[src/rtl/heroe_pkg.sv]
// Purpose: shared constants for the obstacle receiver: top-level state codes, hero glyphs, local FSM and type-pipeline entry.
// Latency: n/a (declarations only).
// Backpressure: n/a.
package heroe_pkg;

    // Top-level game states, shared with the top-level FSM
    localparam logic [2:0] OFF   = 3'd0;
    localparam logic [2:0] MENU  = 3'd1;
    localparam logic [2:0] CH    = 3'd2;
    localparam logic [2:0] GAME  = 3'd3;
    localparam logic [2:0] FINAL = 3'd4;
    localparam logic [2:0] PA    = 3'd5;

    // Hero glyphs, segment order {g,f,e,d,c,b,a}
    localparam logic [6:0] SEG_PIE      = 7'b0011100;
    localparam logic [6:0] SEG_SALTO    = 7'b1100011;
    localparam logic [6:0] SEG_AGACHADO = 7'b0001000;
    localparam logic [6:0] SEG_BLANK    = 7'd0;

    // Receiver FSM
    typedef enum logic [1:0] {
        ESPERA  = 2'd0,
        JUEGO   = 2'd1,
        IMPACTO = 2'd2,
        FIN     = 2'd3
    } fase_t;

    // One obstacle slot of the type pipeline
    typedef struct packed {
        logic valid;
        logic alto;
    } tipo_t;

endpackage

[src/rtl/sincronizador_boton.sv]
// Purpose: 2-flop synchronizer for an asynchronous button, plus a rising-edge pulse.
// Latency: level 2 clk after the input; edge pulse is 1 clk wide, 2 clk after the rising input.
// Backpressure: none.
// Ports: boton (async in), nivel (synchronized level), flanco (one-clk rising-edge pulse).
module sincronizador_boton (
    input  logic clk,
    input  logic rst_n,
    input  logic boton,
    output logic nivel,
    output logic flanco
);

    // sr[0], sr[1] form the synchronizer; sr[2] is the previous synced level for edge detect
    logic [2:0] sr;

    always_ff @(posedge clk or negedge rst_n) begin
        if (!rst_n) begin
            sr <= '0;
        end else begin
            sr <= {sr[1:0], boton};
        end
    end

    assign nivel  = sr[1];
    assign flanco = sr[1] & ~sr[2];

endmodule

[src/rtl/receptor_obstaculos.sv]
// Purpose: tracks obstacles across the three digits, judges avoid/hit at the hero digit, keeps lives/score, drives hero glyph.
// Latency: impacto/gano/perdio pulse 2 clk after the display change that puts an obstacle on the hero digit.
// Backpressure: none; the generator is never stalled, and the PA state freezes all internal state instead.
// Ports: presente (top state), display_obs/tipo_obs (generator stream), btn_salto/btn_agachar (async buttons),
//        vidas, puntos, impacto, gano, perdio, heroe_seg.
module receptor_obstaculos
    import heroe_pkg::*;
#(
    parameter int VIDAS_INI    = 3,
    parameter int META         = 20,
    parameter int SALTO_CICLOS = 13500000,
    parameter int BLINK_CICLOS = 6750000
) (
    input  logic        clk,
    input  logic        rst_n,
    input  logic [2:0]  presente,
    input  logic [20:0] display_obs,
    input  logic [3:0]  tipo_obs,
    input  logic        btn_salto,
    input  logic        btn_agachar,
    output logic [2:0]  vidas,
    output logic [7:0]  puntos,
    output logic        impacto,
    output logic        gano,
    output logic        perdio,
    output logic [6:0]  heroe_seg
);

    localparam int SW   = $clog2(SALTO_CICLOS + 1);
    localparam int BW   = $clog2(BLINK_CICLOS + 1);
    localparam int FASE = (BLINK_CICLOS / 4 > 0) ? BLINK_CICLOS / 4 : 1;
    localparam int FW   = $clog2(FASE + 1);

    localparam logic [SW-1:0] SALTO_LD = SW'(SALTO_CICLOS);
    localparam logic [BW-1:0] BLINK_LD = BW'(BLINK_CICLOS);
    localparam logic [FW-1:0] FASE_LD  = FW'(FASE - 1);
    localparam logic [2:0]    VIDAS_LD = 3'(VIDAS_INI);
    localparam logic [7:0]    META_V   = 8'(META);

    logic          salto_nivel_unused, salto_flanco;
    logic          agachar_nivel, agachar_flanco_unused;
    logic [2:0]    tipo_rsv_unused;
    logic [20:0]   disp_q;
    logic          cambio, cambio_q, llegada, pausa, activo;
    tipo_t         tp2, tp1, tp0;
    logic [SW-1:0] salto_cnt;
    logic [BW-1:0] blink_cnt;
    logic [FW-1:0] fase_cnt;
    logic          apagado;
    fase_t         estado;
    logic          salto_act, agachar_act, esquiva;
    logic [7:0]    puntos_inc;
    logic [2:0]    vidas_dec;
    logic [6:0]    glifo;

    sincronizador_boton u_sync_salto (
        .clk    (clk),
        .rst_n  (rst_n),
        .boton  (btn_salto),
        .nivel  (salto_nivel_unused),
        .flanco (salto_flanco)
    );

    sincronizador_boton u_sync_agachar (
        .clk    (clk),
        .rst_n  (rst_n),
        .boton  (btn_agachar),
        .nivel  (agachar_nivel),
        .flanco (agachar_flanco_unused)
    );

    // Only bit 0 of the type (low/high) matters to the receiver
    assign tipo_rsv_unused = tipo_obs[3:1];

    assign pausa       = (presente == PA);
    assign activo      = (estado == JUEGO) || (estado == IMPACTO);
    assign cambio      = (display_obs != disp_q);
    // cambio_q is a single-cycle flag, so each obstacle is judged exactly once
    assign llegada     = cambio_q & tp0.valid;
    assign salto_act   = (salto_cnt != '0);
    assign agachar_act = agachar_nivel & ~salto_act;
    assign esquiva     = tp0.alto ? agachar_act : salto_act;
    assign puntos_inc  = (puntos == 8'hFF) ? puntos : puntos + 8'd1;
    assign vidas_dec   = (vidas == 3'd0) ? vidas : vidas - 3'd1;
    assign glifo       = salto_act ? SEG_SALTO : (agachar_act ? SEG_AGACHADO : SEG_PIE);

    // Change detect, obstacle type pipeline and jump timer
    always_ff @(posedge clk or negedge rst_n) begin
        if (!rst_n) begin
            disp_q    <= '0;
            cambio_q  <= 1'b0;
            tp2       <= '0;
            tp1       <= '0;
            tp0       <= '0;
            salto_cnt <= '0;
        end else begin
            // disp_q keeps tracking during pause so a paused change is not replayed on resume
            disp_q   <= display_obs;
            cambio_q <= cambio & ~pausa & activo;
            if (estado == ESPERA) begin
                tp2       <= '0;
                tp1       <= '0;
                tp0       <= '0;
                salto_cnt <= '0;
            end else if (!pausa) begin
                if (cambio && activo) begin
                    tp2 <= '{valid: |display_obs[20:14], alto: tipo_obs[0]};
                    tp1 <= tp2;
                    tp0 <= tp1;
                end
                // No re-trigger while a jump is still running
                if (salto_flanco && !salto_act) begin
                    salto_cnt <= SALTO_LD;
                end else if (salto_act) begin
                    salto_cnt <= salto_cnt - SW'(1);
                end
            end
        end
    end

    // Game FSM with registered outputs
    always_ff @(posedge clk or negedge rst_n) begin
        if (!rst_n) begin
            estado    <= ESPERA;
            vidas     <= VIDAS_LD;
            puntos    <= '0;
            impacto   <= 1'b0;
            gano      <= 1'b0;
            perdio    <= 1'b0;
            blink_cnt <= '0;
            fase_cnt  <= '0;
            apagado   <= 1'b0;
            heroe_seg <= SEG_PIE;
        end else begin
            impacto   <= 1'b0;
            gano      <= 1'b0;
            perdio    <= 1'b0;
            heroe_seg <= (estado == IMPACTO && apagado) ? SEG_BLANK : glifo;
            if (!pausa) begin
                case (estado)
                    ESPERA: begin
                        vidas  <= VIDAS_LD;
                        puntos <= '0;
                        if (presente == GAME) estado <= JUEGO;
                    end
                    JUEGO, IMPACTO: begin
                        if (presente != GAME) begin
                            estado <= ESPERA;
                        end else begin
                            if (estado == IMPACTO) begin
                                if (fase_cnt == '0) begin
                                    fase_cnt <= FASE_LD;
                                    apagado  <= ~apagado;
                                end else begin
                                    fase_cnt <= fase_cnt - FW'(1);
                                end
                                if (blink_cnt <= BW'(1)) begin
                                    blink_cnt <= '0;
                                    estado    <= JUEGO;
                                end else begin
                                    blink_cnt <= blink_cnt - BW'(1);
                                end
                            end
                            // Later assignments override the blink-timeout transition
                            if (llegada) begin
                                if (esquiva) begin
                                    puntos <= puntos_inc;
                                    if (puntos_inc == META_V) begin
                                        gano   <= 1'b1;
                                        estado <= FIN;
                                    end
                                end else if (estado == JUEGO) begin
                                    // Hits during IMPACTO are ignored: the hero is invulnerable
                                    impacto <= 1'b1;
                                    vidas   <= vidas_dec;
                                    if (vidas_dec == 3'd0) begin
                                        perdio <= 1'b1;
                                        estado <= FIN;
                                    end else begin
                                        estado    <= IMPACTO;
                                        blink_cnt <= BLINK_LD;
                                        fase_cnt  <= FASE_LD;
                                        apagado   <= 1'b1;
                                    end
                                end
                            end
                        end
                    end
                    FIN: begin
                        if (presente == CH) estado <= ESPERA;
                    end
                    default: estado <= ESPERA;
                endcase
            end
        end
    end

endmodule

[config.mk]
export PLATFORM = sky130hd
export DESIGN_NAME = receptor_obstaculos
export DESIGN_NICKNAME = d
export VERILOG_FILES = /design/src/rtl/heroe_pkg.sv /design/src/rtl/sincronizador_boton.sv /design/src/rtl/receptor_obstaculos.sv
export SDC_FILE = /design/constraint.sdc
export NUM_CORES = 1
export LEC_CHECK = 0
export ABC_AREA = 0
export ABC_CLOCK_PERIOD_IN_PS = 3800
export CORE_MARGIN = 3
export CORE_UTILIZATION = 28
export DETAILED_ROUTE_END_ITERATION = 8
export GPL_TIMING_DRIVEN = 0
export SLEW_MARGIN = 10
export SYNTH_ARGS = -nofsm -noshare
export SYNTH_HDL_FRONTEND = slang
export SYNTH_HIERARCHICAL = 1
export SYNTH_SLANG_ARGS = --single-unit
[constraint.sdc]
create_clock -name clk -period 3.8 [get_ports clk]
set_input_delay 0.76 -clock clk [delete_from_list [all_inputs] [get_ports clk]]
set_output_delay 0.76 -clock clk [all_outputs]
set_load 0.05 [all_outputs]
Word level (Yosys, flattened, before mapping)
Index checks and enable logic that the tools add are counted.

Add/sub/neg operators: 5. Order comparisons: 1. Eq/ne operators: 18. Muxes and demuxes: 76. Bitwise gates (word level): 10. Reductions and logical operators: 21.

Operators by type and width (number): $mux 23 (6); $mux 21 (6); $mux 24 (4); $mux 2 (18); $mux 8 (4); $mux 1 (27); $reduce_bool 24->1 (1); $sub 24x1->24 const B (1); $le 23x1->1 const B (1); $sub 23x1->23 const B (1); $logic_not 21->1 (1); $ne 21x21->1 (1); $sub 21x1->21 const B (1); $pmux 8 s2 (1); $mux 3 (5); $mux 7 (2); $ne 2x2->1 const B (6); $add 8x1->8 const B (1); $eq 8x5->1 const B (1); $eq 8x8->1 const B (1); $reduce_or 7->1 (1); $eq 3x2->1 const B (2); $logic_not 3->1 (2); $pmux 2 s3 (1); 21 further kinds (36).

Bits in registers: 125. Bits of input ports: 32. Output and inout bits: 21. Word-level logic and storage cells: 152.

Logic depth before layout (Yosys ltp)
Gate-level depths: netlist of run 1.

Depth after elaboration: 10. Mapped depth: 10.

Modules after synthesis
The synthesis of run 1 kept the hierarchy.

Modules (own cells, without submodules): receptor_obstaculos (instances 1, cells each 718, area each 6605.1 um^2); sincronizador_boton (instances 2, cells each 4, area each 88.8 um^2).

Worst setup path after synthesis of run 1
OpenSTA, ideal clock, no wires.

Path type: register to register. Start: register estado[0]. End: register fase_cnt[19]. Arrival time: 2.570 ns. Setup slack: 1.093 ns. Cell stages (with the launch flop): 10. Buffers on the path: 1. Clock period less this slack: 2.707 ns. Path through: dfrtp_1 -> inv_1 -> ha_1 -> clkbuf_1 -> nor3b_1 -> nand3_1 -> or4b_1 -> or3_1 -> nor4b_1 -> a211oi_2.

Word-level cells in the longest chain between the ends: 6.

Ends and longest elaborated chain: start: declaration (RTL line receptor_obstaculos.sv:50) `fase_t estado;`; start signal: assignment (RTL line receptor_obstaculos.sv:124) `estado <= ESPERA;`; start signal: assignment (RTL line receptor_obstaculos.sv:144) `if (presente == GAME) estado <= JUEGO;`; start signal: assignment (RTL line receptor_obstaculos.sv:148) `estado <= ESPERA;`; $eq 2x2->1 (RTL line receptor_obstaculos.sv:140, receptor_obstaculos.sv:150); $mux 21 (RTL line receptor_obstaculos.sv:150) `if (estado == IMPACTO) begin`; $mux 21 (RTL line receptor_obstaculos.sv:176) `if (vidas_dec == 3'd0) begin`; $mux 21 (RTL line receptor_obstaculos.sv:172) `end else if (estado == JUEGO) begin`; $mux 21 (RTL line receptor_obstaculos.sv:166) `if (esquiva) begin`; $mux 21 (RTL line receptor_obstaculos.sv:165) `if (llegada) begin`; end signal: assignment (RTL line receptor_obstaculos.sv:155) `fase_cnt <= fase_cnt - FW'(1);`; end: declaration (RTL line receptor_obstaculos.sv:48) `logic [FW-1:0] fase_cnt;`.

Parallel ways exist; a longest one is shown, timed or not. A chain may end at the register's enable or synchronous reset.

Worst setup path after layout of run 1
Start: register estado[0]. End: register fase_cnt[2].

Same word-level chain as after synthesis.

==> flow_summary.yaml, run 1 <==
route:
  ant_nets: 0
  wl_per_cell_um: 15.3
  first_iter_violations: 390
  routed_wl_um: 17200
  dr.pass1.iters: 4
  viasPerCell: 5.11
  vias: 5746
  drc: 0
place:
  gp_congestion: 0.839
  dp_hpwl_um: 12000
  io_buffers: 49
  dp_slack_ns: 0.349
  dp_cells: 1093
power:
  powerDensity_mw_per_mm2: 594
  netSwitchingPower_mw: 1.86
  power.leakage_nw: 3.33
  combPwrFrac_pct: 34.4
  switching_share_pct: 38.1
  peakVddDrop_mv: 0.513
  seqPwrFrac_pct: 33.7
  intPower_mw: 3.03
  clkPwrFrac_pct: 32.0
  power_mw: 4.89
floorplan:
  ios: 53
  start_util_pct: 28.6
  core_area_mm2: 0.0235
  die_h_um: 161
  rows: 56
  dieArea_mm2: 0.0260
  die_x_um: 161
run:
  maxCapViolCount: 0
timing:
  worst_slew_pin_slew_ns: 1.05
  period_share_pct: 85.1
  finalSetupViolCount: 0
  finalHoldViolCount: 0
  slew_viol_final: 0
  max-slew-margin-rel_pct: 29.3
  fin_crit_ns: 3.23
  setup_tns_ns: 0
  skew_ns: 0.0105
  timing.fmax_mhz: 309
  layout_setup_ws_ns: 0.565
  rsz0062_at_grt: "no"
critical_path:
  worst-path-max-fanout: 10
  crit_family: "simple AND/OR/NAND/NOR gates"
  crit_top_cell: "clkbuf_1"
  worstSetupPathType: "register to register"
  critPathBufInv: 3
  critPathMaxStageDelay_ns: 0.50
  end_kind: "register"
  crit_chain: "inv_1 > ha_1 > clkbuf_1 > nor3b_1 > nand3b_1 > nor4_4 > nand2b_1 > clkbuf_1 > nor4_1 > a211o_1"
  cp.arrival_ns: 3.54
  crit_required_ns: 4.10
  crit_slowest_cell: "nor4_4"
  crit_path_start_kind: "register"
outcome:
  status: "complete, no violations"
worst_hold_path:
  hold_class: "primary input to asynchronous set/reset pin"
finish:
  stdcell_count: 1125
  multiInputGateArea_mm2: 0.00343
  nets: 839
  fillCellCount: 2445
  area_delta_synth_final_pct: 22.0
  layout-drive-gt1-share_pct: 9.06
  seq_area_mm2: 0.00303
  diodes: 0
clock_network:
  postCtsHoldBufs: 0
  cts_tree: "yes"
  post_cts_buffers: 0
  numCtsBuffers: 17
  htree_num_levels: 4
  clk_latency_ns: 0.42
  clockBufferDepth: 2
  path_clk_slew_ns: 0.06
  cts_sinks: 121
  cts_root_buffer: "clkbuf_16"
  cts_resized: 0
global_route:
  grt_max_degree: 78
  grt.overflow.total: 0
  grt_pass1_wl_um: 28700
  grt_pass1_vias: 5618
  grt.total_usage_pct: 13.6
  antenna_found_initial: 0
synthesis:
  yosys_warnings: 6
  netlist_instances: 724
  syn_area_mm2: 0.00674
  syn_nets: 770
  syn_area_per_cell_um2: 9.31
-- cell usage in the layout, fill, tap and decap left out, types with 23 or more instances in the layout --
cell type        count
clkbuf_1            25
nor3_1              35
inv_1               27
clkdlybuf4s50_1     48
nand2_1             48
dfrtp_1            117
o21ai_0             27
nor2_1              76
xnor2_1             26
a21oi_1             36
nand3_1             23
-- metal layers --
layer | vias to the layer above | routed length, µm | track usage, %
met5 | - | 0 | 0
met4 | 0 | 232 | 3.64
met3 | 20 | 723 | 3.13
met2 | 122 | 7970 | 21.9
met1 | 2792 | 8250 | 18.5
li1 | 2812 | - | -
-- sequential cells by signal, summed over array words and instances, names as in the netlist, 3 cells and up --
register,count
blink_cnt,23
u_sync_salto/sr,3
fase_cnt,21
heroe_seg,3
salto_cnt,24
disp_q,21
vidas,3
puntos,8
-- area by class of cell --
cell class | count | area share [%]
Clock inverter | 14 | 1.67
Tap cell | 319 | 4.85
Sequential cell | 121 | 36.9
Clock buffer | 18 | 5.22
Multi-Input combinational cell | 541 | 41.7
Timing Repair Buffer | 50 | 6.31
Buffer | 35 | 2.13
Inverter | 27 | 1.23
-- through the flow --
stage          area [µm²]  hold WS, ns  util [%]
2_1_floorplan        6740        0.331         -
3_3_place_gp         7630        0.334      32.4
3_5_place_dp         7660        0.339      32.5
4_1_cts              8230        0.284      35.0
5_1_grt              8230        0.306      35.0
6_report             8230        0.277      35.0
-- final timing paths --
path / startpoint / to / slack, ns / cells after the start
min in group clk: u_sync_salto/sr[0] / u_sync_salto/sr[1] / 0.35 / 0
worst min-delay path: rst_n / blink_cnt[6] / 0.28 / 1
max in group asynchronous: rst_n / heroe_seg[4] / 2.74 / 2
worst max-delay path: estado[0] / fase_cnt[2] / 0.57 / 10
worst max register to register: estado[0] / fase_cnt[2] / 0.57 / 10
worst min register to register: u_sync_salto/sr[0] / u_sync_salto/sr[1] / 0.35 / 0
-- power groups by stage --
stage / registers, mW / clock network [mW] / logic [mW]
6_report: 1.65 / 1.56 / 1.68
5_1_grt: 1.68 / 1.67 / 1.87
4_1_cts: 1.65 / 1.61 / 1.69
3_5_place_dp: 1.67 / 0 / 1.68
3_3_place_gp: 1.67 / 0 / 1.67
2_1_floorplan: 1.73 / 0 / 1.12
Power figures use the tool's default switching activity.
==> run 2: changes to the inputs <==
==> constraint.sdc (replaced) <==
create_clock -name clk -period 3.8 [get_ports clk]
set_input_delay 0.38 -clock clk [delete_from_list [all_inputs] [get_ports clk]]
set_output_delay 0.38 -clock clk [all_outputs]
set_load 0.05 [all_outputs]
==> run 2 against run 1 <==
Sequential share of layout area barely moved. Utilization barely moved. Clock power barely moved. Clock skew fell by 0.00055 ns. Via count rose by 0.59%. Register-to-register slack barely moved. First-iteration DRC count fell by 14%. Sequential power barely moved.
==> flow_summary.yaml, run 2 (synthesis gave the netlist of run 1 again) <==
critical_path:
  end_kind: "register"
  crit_path_start: "estado[0]"
  worstSetupPathType: "register to register"
  reg2reg_from: "estado[0]"
  cp.arrival_ns: 3.55
  crit_path_start_kind: "register"
  worst-path-max-fanout: 10
  crit_required_ns: 4.10
timing:
  fin_crit_ns: 3.24
  period_share_pct: 85.4
  fin_hold_ws_ns: 0.352
  timing.fmax_mhz: 308
  skew_ns: 0.00993
  worst_slew_pin_slew_ns: 1.03
  max-slew-margin-rel_pct: 31.0
  slew_viol_final: 0
  finalHoldViolCount: 0
  finalSetupViolCount: 0
  rsz0062_at_grt: "no"
route:
  dr.pass1.iters: 4
  drc: 0
  wl_per_cell_um: 15.3
  first_iter_violations: 334
  ant_nets: 0
  vias: 5780
  routed_wl_um: 17200
  viasPerCell: 5.13
global_route:
  grt.overflow.total: 0
  grt.busiest_layer: "met2"
  met2_usage_pct: 21.9
  grt.total_usage_pct: 13.6
  grt_util_met1_pct: 18.6
  grt_pass1_vias: 5626
  grt_max_degree: 78
  grt_pass1_wl_um: 28800
  met3_usage_pct: 3.10
  antenna_found_initial: 0
finish:
  largest_register_ffs: 24
  max_flop_register: "salto_cnt"
  layout-drive-gt1-share_pct: 9.05
  final_cell_mix: "dfrtp_1, nor2_1, nand2_1, clkdlybuf4s50_1, a21oi_1"
  fin_util_pct: 35.0
  mostFrequentLayoutCell: "dfrtp_1"
  nets: 840
  area_delta_synth_final_pct: 22.2
  diodes: 0
  reg_top3: "salto_cnt (24), blink_cnt (23)"
clock_network:
  htree_num_levels: 4
  numCtsBuffers: 17
  clockBufferDepth: 2
  clk_latency_ns: 0.42
  cts_root_buffer: "clkbuf_16"
  path_clk_slew_ns: 0.06
  post_cts_buffers: 0
  cts_sinks: 121
  cts_tree: "yes"
floorplan:
  start_util_pct: 28.6
  ios: 53
  dieArea_mm2: 0.0260
  core_area_mm2: 0.0235
  die_x_um: 161
  rows: 56
  die_h_um: 161
outcome:
  status: "complete, no violations"
power:
  powerDensity_mw_per_mm2: 594
  power_mw: 4.89
  power.leakage_nw: 3.33
  peakVddDrop_mv: 0.513
worst_hold_path:
  hold_class: "register to register"
  hp-start: "u_sync_salto/sr[0]"
place:
  dp_hpwl_um: 12000
  gp_congestion: 0.839
  io_buffers: 49
run:
  maxCapViolCount: 0
run 2: where the power goes:
group	internal, mW	switching, mW	total (mW)
combinational	0.646	1.04	1.68
clock	0.915	0.650	1.57
sequential	1.47	0.178	1.65
run 2: per-stage QoR:
step / std cells / cell area (µm²) / setup WS, ns / TNS (ns)
2_1_floorplan: 724 / 6740 / 1.09 / 0
3_3_place_gp: 1092 / 7630 / -2.75 / -324.05
3_5_place_dp: 1093 / 7660 / 0.603 / 0
4_1_cts: 1126 / 8240 / 0.578 / 0
5_1_grt: 1126 / 8240 / 0.306 / 0
6_report: 1126 / 8240 / 0.556 / 0
run 2: layout make-up:
type                            count  area, µm²
Inverter                           27        101
Timing Repair Buffer               51        529
Clock inverter                     14        138
Sequential cell                   121       3030
Clock buffer                       18        429
Buffer                             35        175
Fill cell                        2444      15300
Tap cell                          319        399
Multi-Input combinational cell    541       3430
run 2: metal layers:
metal / vias to the layer above / routed length [µm]
met1: 2834 / 8310
met3: 15 / 683
li1: 2815 / -
met2: 116 / 8000
met5: - / 0
met4: 0 / 203
run 2: path summary, 6_finish.rpt:
path,end,slack [ns],cells after the start
max,fase_cnt[2],0.56,10
min,u_sync_salto/sr[1],0.35,0
max reg2reg,fase_cnt[2],0.56,10
min reg2reg,u_sync_salto/sr[1],0.35,0
max in group asynchronous,heroe_seg[4],2.55,3
min in group asynchronous,blink_cnt[6],0.48,2
run 2: critical path, stage by stage (launching register included):
cell and delay (ns):
dfrtp_1 0.42, inv_1 0.15, ha_1 0.16, clkbuf_1 0.30
nor3b_1 0.39, nand3b_1 0.18, nor4_4 0.51, nand2b_1 0.20
clkbuf_1 0.43, nor4_1 0.11, a211o_1 0.28
run 2: timing repair:
| action | 4_1_cts | 5_1_grt |
|---|---|---|
| hold buffers | 1 | 0 |
| resized for setup | 0 | 0 |
| hold endpoints to repair | 42 | 0 |
| setup endpoints to repair | 0 | 0 |
==> run 3: changes to the inputs <==
--- a/config.mk
+++ b/config.mk
@@ -6,9 +6,10 @@
 export NUM_CORES = 1
 export LEC_CHECK = 0
 export ABC_AREA = 0
-export ABC_CLOCK_PERIOD_IN_PS = 3800
+export ABC_CLOCK_PERIOD_IN_PS = 4170
 export CORE_MARGIN = 3
 export CORE_UTILIZATION = 28
+export CTS_CLUSTER_SIZE = 8
 export DETAILED_ROUTE_END_ITERATION = 8
 export GPL_TIMING_DRIVEN = 0
 export SLEW_MARGIN = 10
==> constraint.sdc (replaced) <==
create_clock -name clk -period 4.17 [get_ports clk]
set_input_delay 0.417 -clock clk [delete_from_list [all_inputs] [get_ports clk]]
set_output_delay 0.417 -clock clk [all_outputs]
set_load 0.05 [all_outputs]
==> results of run 3 <==
Same layout as run 2 (identical final DEF). Status: complete, no violations.
Main changes from that run: setup slack after placement 0.603 ns -> 0.973 ns; setup slack after layout 0.556 ns -> 0.926 ns; register-to-register setup slack 0.56 ns -> 0.93 ns; total power 4.89 mW -> 4.46 mW; worst IR drop on VDD 0.513 mV -> 0.468 mV
